<file path="src/rtl/seq_detect_ctrl.sv">
// seq_detect_ctrl: programmable serial pattern detector with arm/disarm control and match counting
module seq_detect_ctrl #(
   parameter  int MAXLEN = 8,
   parameter  int CNTW   = 8,
   localparam int LW     = $clog2(MAXLEN + 1)
) (
   input  logic              clk,
   input  logic              rst,
   input  logic              cfg_we,
   input  logic [MAXLEN-1:0] cfg_pat,
   input  logic [LW-1:0]     cfg_len,
   input  logic [CNTW-1:0]   cfg_target,
   input  logic              cfg_overlap,
   input  logic              start,
   input  logic              abort,
   input  logic              din,
   input  logic              din_valid,
   output logic              flag,
   output logic              busy,
   output logic              done,
   output logic              err,
   output logic [CNTW-1:0]   match_cnt
);
   typedef enum logic [1:0] {IDLE = 2'd0, ARMED = 2'd1, DONE = 2'd2} state_t;
   state_t            st_q, st_d;
   logic [MAXLEN-1:0] pat_q, pat_d, sr_q, sr_d, sr_sh, mask;
   logic [LW-1:0]     len_q, len_d, fill_q, fill_d, fill_inc;
   logic [CNTW-1:0]   tgt_q, tgt_d, cnt_q, cnt_d, cnt_inc;
   logic              ovl_q, ovl_d, flag_q, flag_d, err_q, err_d, hit, len_ok;
   assign sr_sh     = {sr_q[MAXLEN-2:0], din};
   assign fill_inc  = (fill_q >= len_q) ? len_q : fill_q + 1'b1;
   assign mask      = ~({MAXLEN{1'b1}} << len_q);
   assign hit       = din_valid && (fill_inc == len_q) && (((sr_sh ^ pat_q) & mask) == '0);
   assign cnt_inc   = (&cnt_q) ? cnt_q : cnt_q + 1'b1;
   assign len_ok    = (len_q >= LW'(2)) && (len_q <= LW'(MAXLEN));
   assign flag      = flag_q;
   assign err       = err_q;
   assign busy      = (st_q == ARMED);
   assign done      = (st_q == DONE);
   assign match_cnt = cnt_q;
   // next-state: config latch, arming, bit shifting, matching and counting
   always_comb begin
      st_d   = st_q;
      pat_d  = pat_q;
      len_d  = len_q;
      tgt_d  = tgt_q;
      ovl_d  = ovl_q;
      sr_d   = sr_q;
      fill_d = fill_q;
      cnt_d  = cnt_q;
      flag_d = 1'b0;
      err_d  = 1'b0;
      case (st_q)
         ARMED: begin
            if (abort) st_d = IDLE;
            else if (din_valid) begin
               sr_d   = sr_sh;
               fill_d = fill_inc;
               if (hit) begin
                  flag_d = 1'b1;
                  cnt_d  = cnt_inc;
                  fill_d = ovl_q ? fill_inc : '0;
                  st_d   = (tgt_q != '0 && cnt_inc == tgt_q) ? DONE : ARMED;
               end
            end
         end
         DONE: begin
            if (abort) st_d = IDLE;
            else if (start) begin
               st_d   = ARMED;
               sr_d   = '0;
               fill_d = '0;
               cnt_d  = '0;
            end
         end
         default: begin
            st_d = IDLE;
            if (cfg_we) begin
               pat_d = cfg_pat;
               len_d = cfg_len;
               tgt_d = cfg_target;
               ovl_d = cfg_overlap;
            end else if (start && !abort) begin
               st_d   = len_ok ? ARMED : IDLE;
               err_d  = !len_ok;
               sr_d   = len_ok ? '0 : sr_q;
               fill_d = len_ok ? '0 : fill_q;
               cnt_d  = len_ok ? '0 : cnt_q;
            end
         end
      endcase
   end
   // state and datapath registers with synchronous reset
   always_ff @(posedge clk) begin
      if (rst) begin
         st_q   <= IDLE;
         pat_q  <= '0;
         len_q  <= '0;
         tgt_q  <= '0;
         ovl_q  <= 1'b0;
         sr_q   <= '0;
         fill_q <= '0;
         cnt_q  <= '0;
         flag_q <= 1'b0;
         err_q  <= 1'b0;
      end else begin
         st_q   <= st_d;
         pat_q  <= pat_d;
         len_q  <= len_d;
         tgt_q  <= tgt_d;
         ovl_q  <= ovl_d;
         sr_q   <= sr_d;
         fill_q <= fill_d;
         cnt_q  <= cnt_d;
         flag_q <= flag_d;
         err_q  <= err_d;
      end
   end
endmodule

</file>
<file path="config.mk">
export PLATFORM = sky130hd
export DESIGN_NAME = seq_detect_ctrl
export DESIGN_NICKNAME = d
export VERILOG_FILES = /design/src/rtl/seq_detect_ctrl.sv
export SDC_FILE = /design/constraint.sdc
export NUM_CORES = 1
export LEC_CHECK = 0
export ABC_AREA = 1
export BUFFER_PORTS_ARGS = -buffer_cell sky130_fd_sc_hd__buf_2
export CORE_MARGIN = 2
export CORE_UTILIZATION = 50
export DETAILED_ROUTE_END_ITERATION = 12
export PLACE_DENSITY = 0.69
export SLEW_MARGIN = 20
export SYNTH_ARGS = -nofsm -noshare
export SYNTH_HDL_FRONTEND = slang
export SYNTH_SLANG_ARGS = --single-unit
</file>
<file path="constraint.sdc">
create_clock -name clk -period 3.7 [get_ports clk]
set_clock_uncertainty 0.2 [all_clocks]
set_input_delay 0.74 -clock clk [delete_from_list [all_inputs] [get_ports clk]]
set_output_delay 0.74 -clock clk [all_outputs]
set_load 0.005 [all_outputs]
</file>
---- Word level (Yosys, flattened, before mapping) ----
Cells that the tools add are included.
storage, ports and cells
  output and inout port bits .............. 12
  flip-flop bits (word level) ............. 44
  input port bits ......................... 28
operators by class
  mux-type cells .......................... 35
  eq/ne operators ......................... 13
  shift-type cells ........................ 1
  $lt $le $gt $ge ......................... 3
  reductions and logical operators ........ 19
  $add $sub $neg .......................... 2
  bitwise operators ....................... 7
operators by type and width
  kind                   count
  $mux W8                9
  $mux W4                10
  $pmux W8 S2            1
  $reduce_and A8 Y1      2
  $mux W7                2
  $pmux W7 S2            1
  $mux W2                6
  $add A8 B1 Y8 const B  1
  $and A8 B8 Y8          1
  $eq A8 B8 Y1           1
  $logic_not A8 Y1       1
  $ne A2 B2 Y1 const B   4
  $not A8 Y8             1
  $pmux W4 S2            1
  $reduce_bool A8 Y1     1
  $shl A8 B4 Y8 const A  1
  $xor A8 B8 Y8          1
  $reduce_and A7 Y1      1
  $ne A3 B3 Y1 const B   2
  $reduce_bool A3 Y1     2
  $logic_and A1 B1 Y1    5
  $reduce_or A5 Y1       1
  $add A4 B1 Y4 const B  1
  $eq A4 B4 Y1           1
  other kinds (16)       23

---- Depth between registers and ports, before layout ----
  depth in word-level cells ............... 9
  depth in mapped cells ................... 16

---- Least setup slack after synthesis ----
No wires, ideal clock.
  path kind ............................... reg2reg
  from .................................... register fill_q[0]
  to ...................................... register cnt_q[3] (netlist: match_cnt[3])
  setup slack ............................. 1.629 ns
  stages on the path, launching flop included .. 16
  arrival ................................. 1.739 ns
  period minus slack after synthesis ...... 2.071 ns
  path through ............................ dfxtp_1 -> inv_1 -> ha_1 -> inv_1 -> nand2_1 -> nand2_1 -> nand2_1 -> nand2_2 -> nand4_1 -> nand2_1 -> nor2_1 -> nand3_4 -> nand2_1 -> nand2_2 -> nand2_1 -> a21oi_1
between the ends
  cells in the longest elaborated chain, start to end .. 7
RTL lines
  what                                                  line  source
  start, declared                                       27    logic [LW-1:0] len_q, len_d, fill_q, fill_d, fill_inc;
  start signal, assigned                                113   fill_q <= fill_d;
  $add A4 B1 Y4 / $ge A4 B4 Y1 (equally long branches)  31    assign fill_inc = (fill_q >= len_q) ? len_q : fill_q + 1'b1;
  $mux W4 (*)                                           31
  $eq A4 B4 Y1 (*)                                      33    assign hit = din_valid && (fill_inc == len_q) && (((sr_sh ^ pat_q) & mask) == '0);
  $logic_and A1 B1 Y1 (*) (2 in series)                 33
  $ne A2 B1 Y1 (no source line) (*)                     -
  $reduce_and A8 Y1 (no source line) (*)                -
  end signal, assigned                                  114   cnt_q <= cnt_d;
  end, declared                                         28    logic [CNTW-1:0] tgt_q, tgt_d, cnt_q, cnt_d, cnt_inc;
Every way passes the cells marked *; elsewhere a longest branch is shown, timed or not.
A chain may end at the register's enable or synchronous reset.

---- Final worst setup path ----
  from .................................... register st_q[1]
  to ...................................... register cnt_q[0] (netlist: match_cnt[0])
between the ends
  cells in the longest elaborated chain, start to end .. 3
RTL lines
  what                                                         line  source
  start, declared                                              25    state_t st_q, st_d;
  start signal, assigned                                       107   st_q <= st_d;
  $eq A2 B1 Y1 / $eq A2 B2 Y1 (equally long branches)          53    case (st_q)
  $ne A3 B1 Y1 (no source line), or another cell as far along  -
  $reduce_and A8 Y1 (no source line)                           -
Several ways; a longest one is shown, not always the timed one.

==> flow_summary_export.csv <==
group,metric,value,unit
clocking,cts_htree_levels,2,
sta,tightestPinTransition,573,ps
global_route,grt_overflow,0,
layout,layout-drive-gt1-share,16.2,%
critical_path,crit_required,3740,ps
global_route,antenna_found_initial,0,
power,p_leak,1.37,nW
clocking,cts_root_buf,"clkbuf_8",
floorplanning,start_util,51.1,%
critical_path,crit_buf_inv,3,
critical_path,path_class,"reg2reg",
power,vdd.ir_drop.worst,0.311,mV
logic_synthesis,avgSynthCellArea,6.53,um^2
drt,drt-pass1-iter-count,4,
clocking,clkLatencyLatePin,300,ps
drt,via_count,2488,
logic_synthesis,synth_seq_area_share,34.4,%
sta,min_period,2650,ps
layout,n_antenna_cell,0,
critical_path,crit_fanout,13,
sta,hold_viol_final,0,
drt,via_per_inst,4.97,
logic_synthesis,synthesis.area,0.00256,mm^2
outcome,status,"finished, final reports clean",
logic_synthesis,yosys_warnings,0,
layout,mostFrequentLayoutCell,"nand2_1",
floorplanning,fp.dieH,75.6,um
sta,setup_violations,0,
global_route,grt_max_degree,24,
sta,setup_tns,0,ps
layout,syn2layout_area_growth,14.7,%
place,io_buffers,39,
clocking,cts_hold_buf,0,
clocking,cts_setup_buffers,0,
global_route,track_usage,22.0,%
min_path,hold_depth,2,
critical_path,r2r_start,"st_q[1]",
critical_path,ff2ff_path_depth,11,
drt,wl,5.85,mm
min_path,hold_path.class,"reg2reg",
critical_path,cp_slowest_stage_delay,500,ps
critical_path,cp.arrival,2680,ps
critical_path,critPathCaptureType,"flop",
layout,final_cell_mix,"nand2_1 (107), nor2_1 (44), dfxtp_1 (44), buf_2 (39), inv_1 (37)",
clocking,clockBufferDepth,2,
clocking,cts_resized,0,
layout,final_core_util,58.6,%
sta,max_slew_margin,61.7,%
critical_path,reg2reg_slack,1050,ps
layout,finalNetCount,466,
drt,drc_errors,0,
critical_path,critical_path.cell_chain,"inv_1, ha_1, inv_1, nand3_1, a21oi_1, nand2_1, nor2_2, inv_2, nor2_8, nand3_1, a21oi_1",
drt,ant_nets,0,
drt,drt-initial-drc-count,191,
critical_path,cp_top_family,"simple AND/OR/NAND/NOR gates",
place,place.gp.congestion,0.932,
logic_synthesis,synth_cell_type_count,29,
floorplanning,row_count,26,
logic_synthesis,ys_ff_latch,44,
min_path,hold_start,"ovl_q",
global_route,grt_pass1_wl,9.55,mm
global_route,grt_pass1_vias,2041,
job,drv_cap,0,
drt,avgRoutedWirePerCell,11.7,um
floorplanning,fp.dieArea,0.00571,mm^2
place,dpl.hpwl,4.52,mm
sta,drv_slew,0,
min_path,min_to,"ovl_q",
clocking,cts_buffers,5,
clocking,cts.sinks,44,
floorplanning,coreArea,0.00501,mm^2
clocking,cts_tree,"done",
critical_path,crit_path_start_kind,"flop",
sta,fin_hold_ws,266,ps
logic_synthesis,synth_cells,392,
sta,rsz0062_at_grt,"false",
floorplanning,die_x,75.6,um
sta,max_freq,378,MHz
sta,min_period_over_period,71.6,%
critical_path,r2r-end,"match_cnt[0]",
power,power_density,362,mW/mm^2
critical_path,crit_path_top_delay_cell,"nor2_2",
clocking,clk_pin_slew_worst_paths,90,ps
floorplanning,io-pin-count,40,
logic_synthesis,synth_nets,428,
[how the worst max path moves through the flow]
stage | startpoint | endpoint | slack (ps) | depth (start not counted)
after CTS | st_q[1] | match_cnt[0] | 1070 | 11
after floorplan | fill_q[0] | match_cnt[3] | 1630 | 15
after global routing | st_q[1] | match_cnt[1] | 750 | 11
after detailed placement | abort | match_cnt[0] | 890 | 10
after global placement | abort | match_cnt[1] | 970 | 10
final | st_q[1] | match_cnt[0] | 1050 | 11
[registers in the layout (all words and copies together), names as in the netlist, 2 cells and up]
signal and flops:
pat_q 8, sr_q 7, len_q 4, st_q 2, match_cnt 8, fill_q 4, tgt_q 8
[through the flow]
step / instance area, um^2 / std cells / setup WS, ps / total power, mW
finish: 2940 / 501 / 1050 / 1.06
global placement: 2820 / 493 / 971 / 0.683
floorplan: 2560 / 392 / 1630 / 0.637
detailed placement: 2820 / 493 / 892 / 0.685
CTS: 2940 / 501 / 1070 / 1.07
global route: 2940 / 501 / 755 / 1.12
[worst min-delay path, cell delays in order, from the launching register on]
cell	delay, ps
dfxtp_1	300
inv_1	60
a21oi_1	60
[where the power goes]
| part | switching, mW | total [mW] | internal [mW] |
|---|---|---|---|
| clock | 0.169 | 0.390 | 0.221 |
| combinational | 0.106 | 0.164 | 0.0581 |
| sequential | 0.0166 | 0.510 | 0.494 |
[logic make-up after synthesis]
| family | share of synthesized area [%] |
|---|---|
| adder cells (fa/ha/maj) | 3.91 |
| XOR/XNOR | 3.08 |
| flip-flops | 34.4 |
| buffers and inverters | 7.67 |
| AND/OR/NAND/NOR | 37.2 |
| AO/OA/AOI/OAI | 13.7 |
[cell type report]
class	count	area, um^2
Clock buffer	6	82.6
Clock inverter	2	38.8
Fill cell	507	2070
Inverter	43	161
Multi-Input combinational cell	296	1480
Sequential cell	44	881
Tap cell	70	87.6
Timing Repair Buffer	40	203
[metal layers]
metal,global-route usage [%],part of all wire [%]
met5,0,0
met4,5.26,1.0
met3,4.10,3.8
met2,33.8,44
met1,31.9,52
[cell usage after synthesis, drive strengths merged]
library cell,instances,area [um^2]
ha,8,100
o22ai,1,6.26
nand2,114,450
a21oi,34,174
xnor2,1,8.76
o21ai,34,170
nor2b,1,6.26
nand4,16,100
xor2,8,70.1
nor4,1,6.26
nor3,2,15.0
dfxtp,44,881
clkinv,1,3.75
inv,42,158
nand3b,2,15.0
clkbuf,8,30.0
nand3,23,128
nor2,51,233
buf,1,5.00
Power figures use the tool's default switching activity.
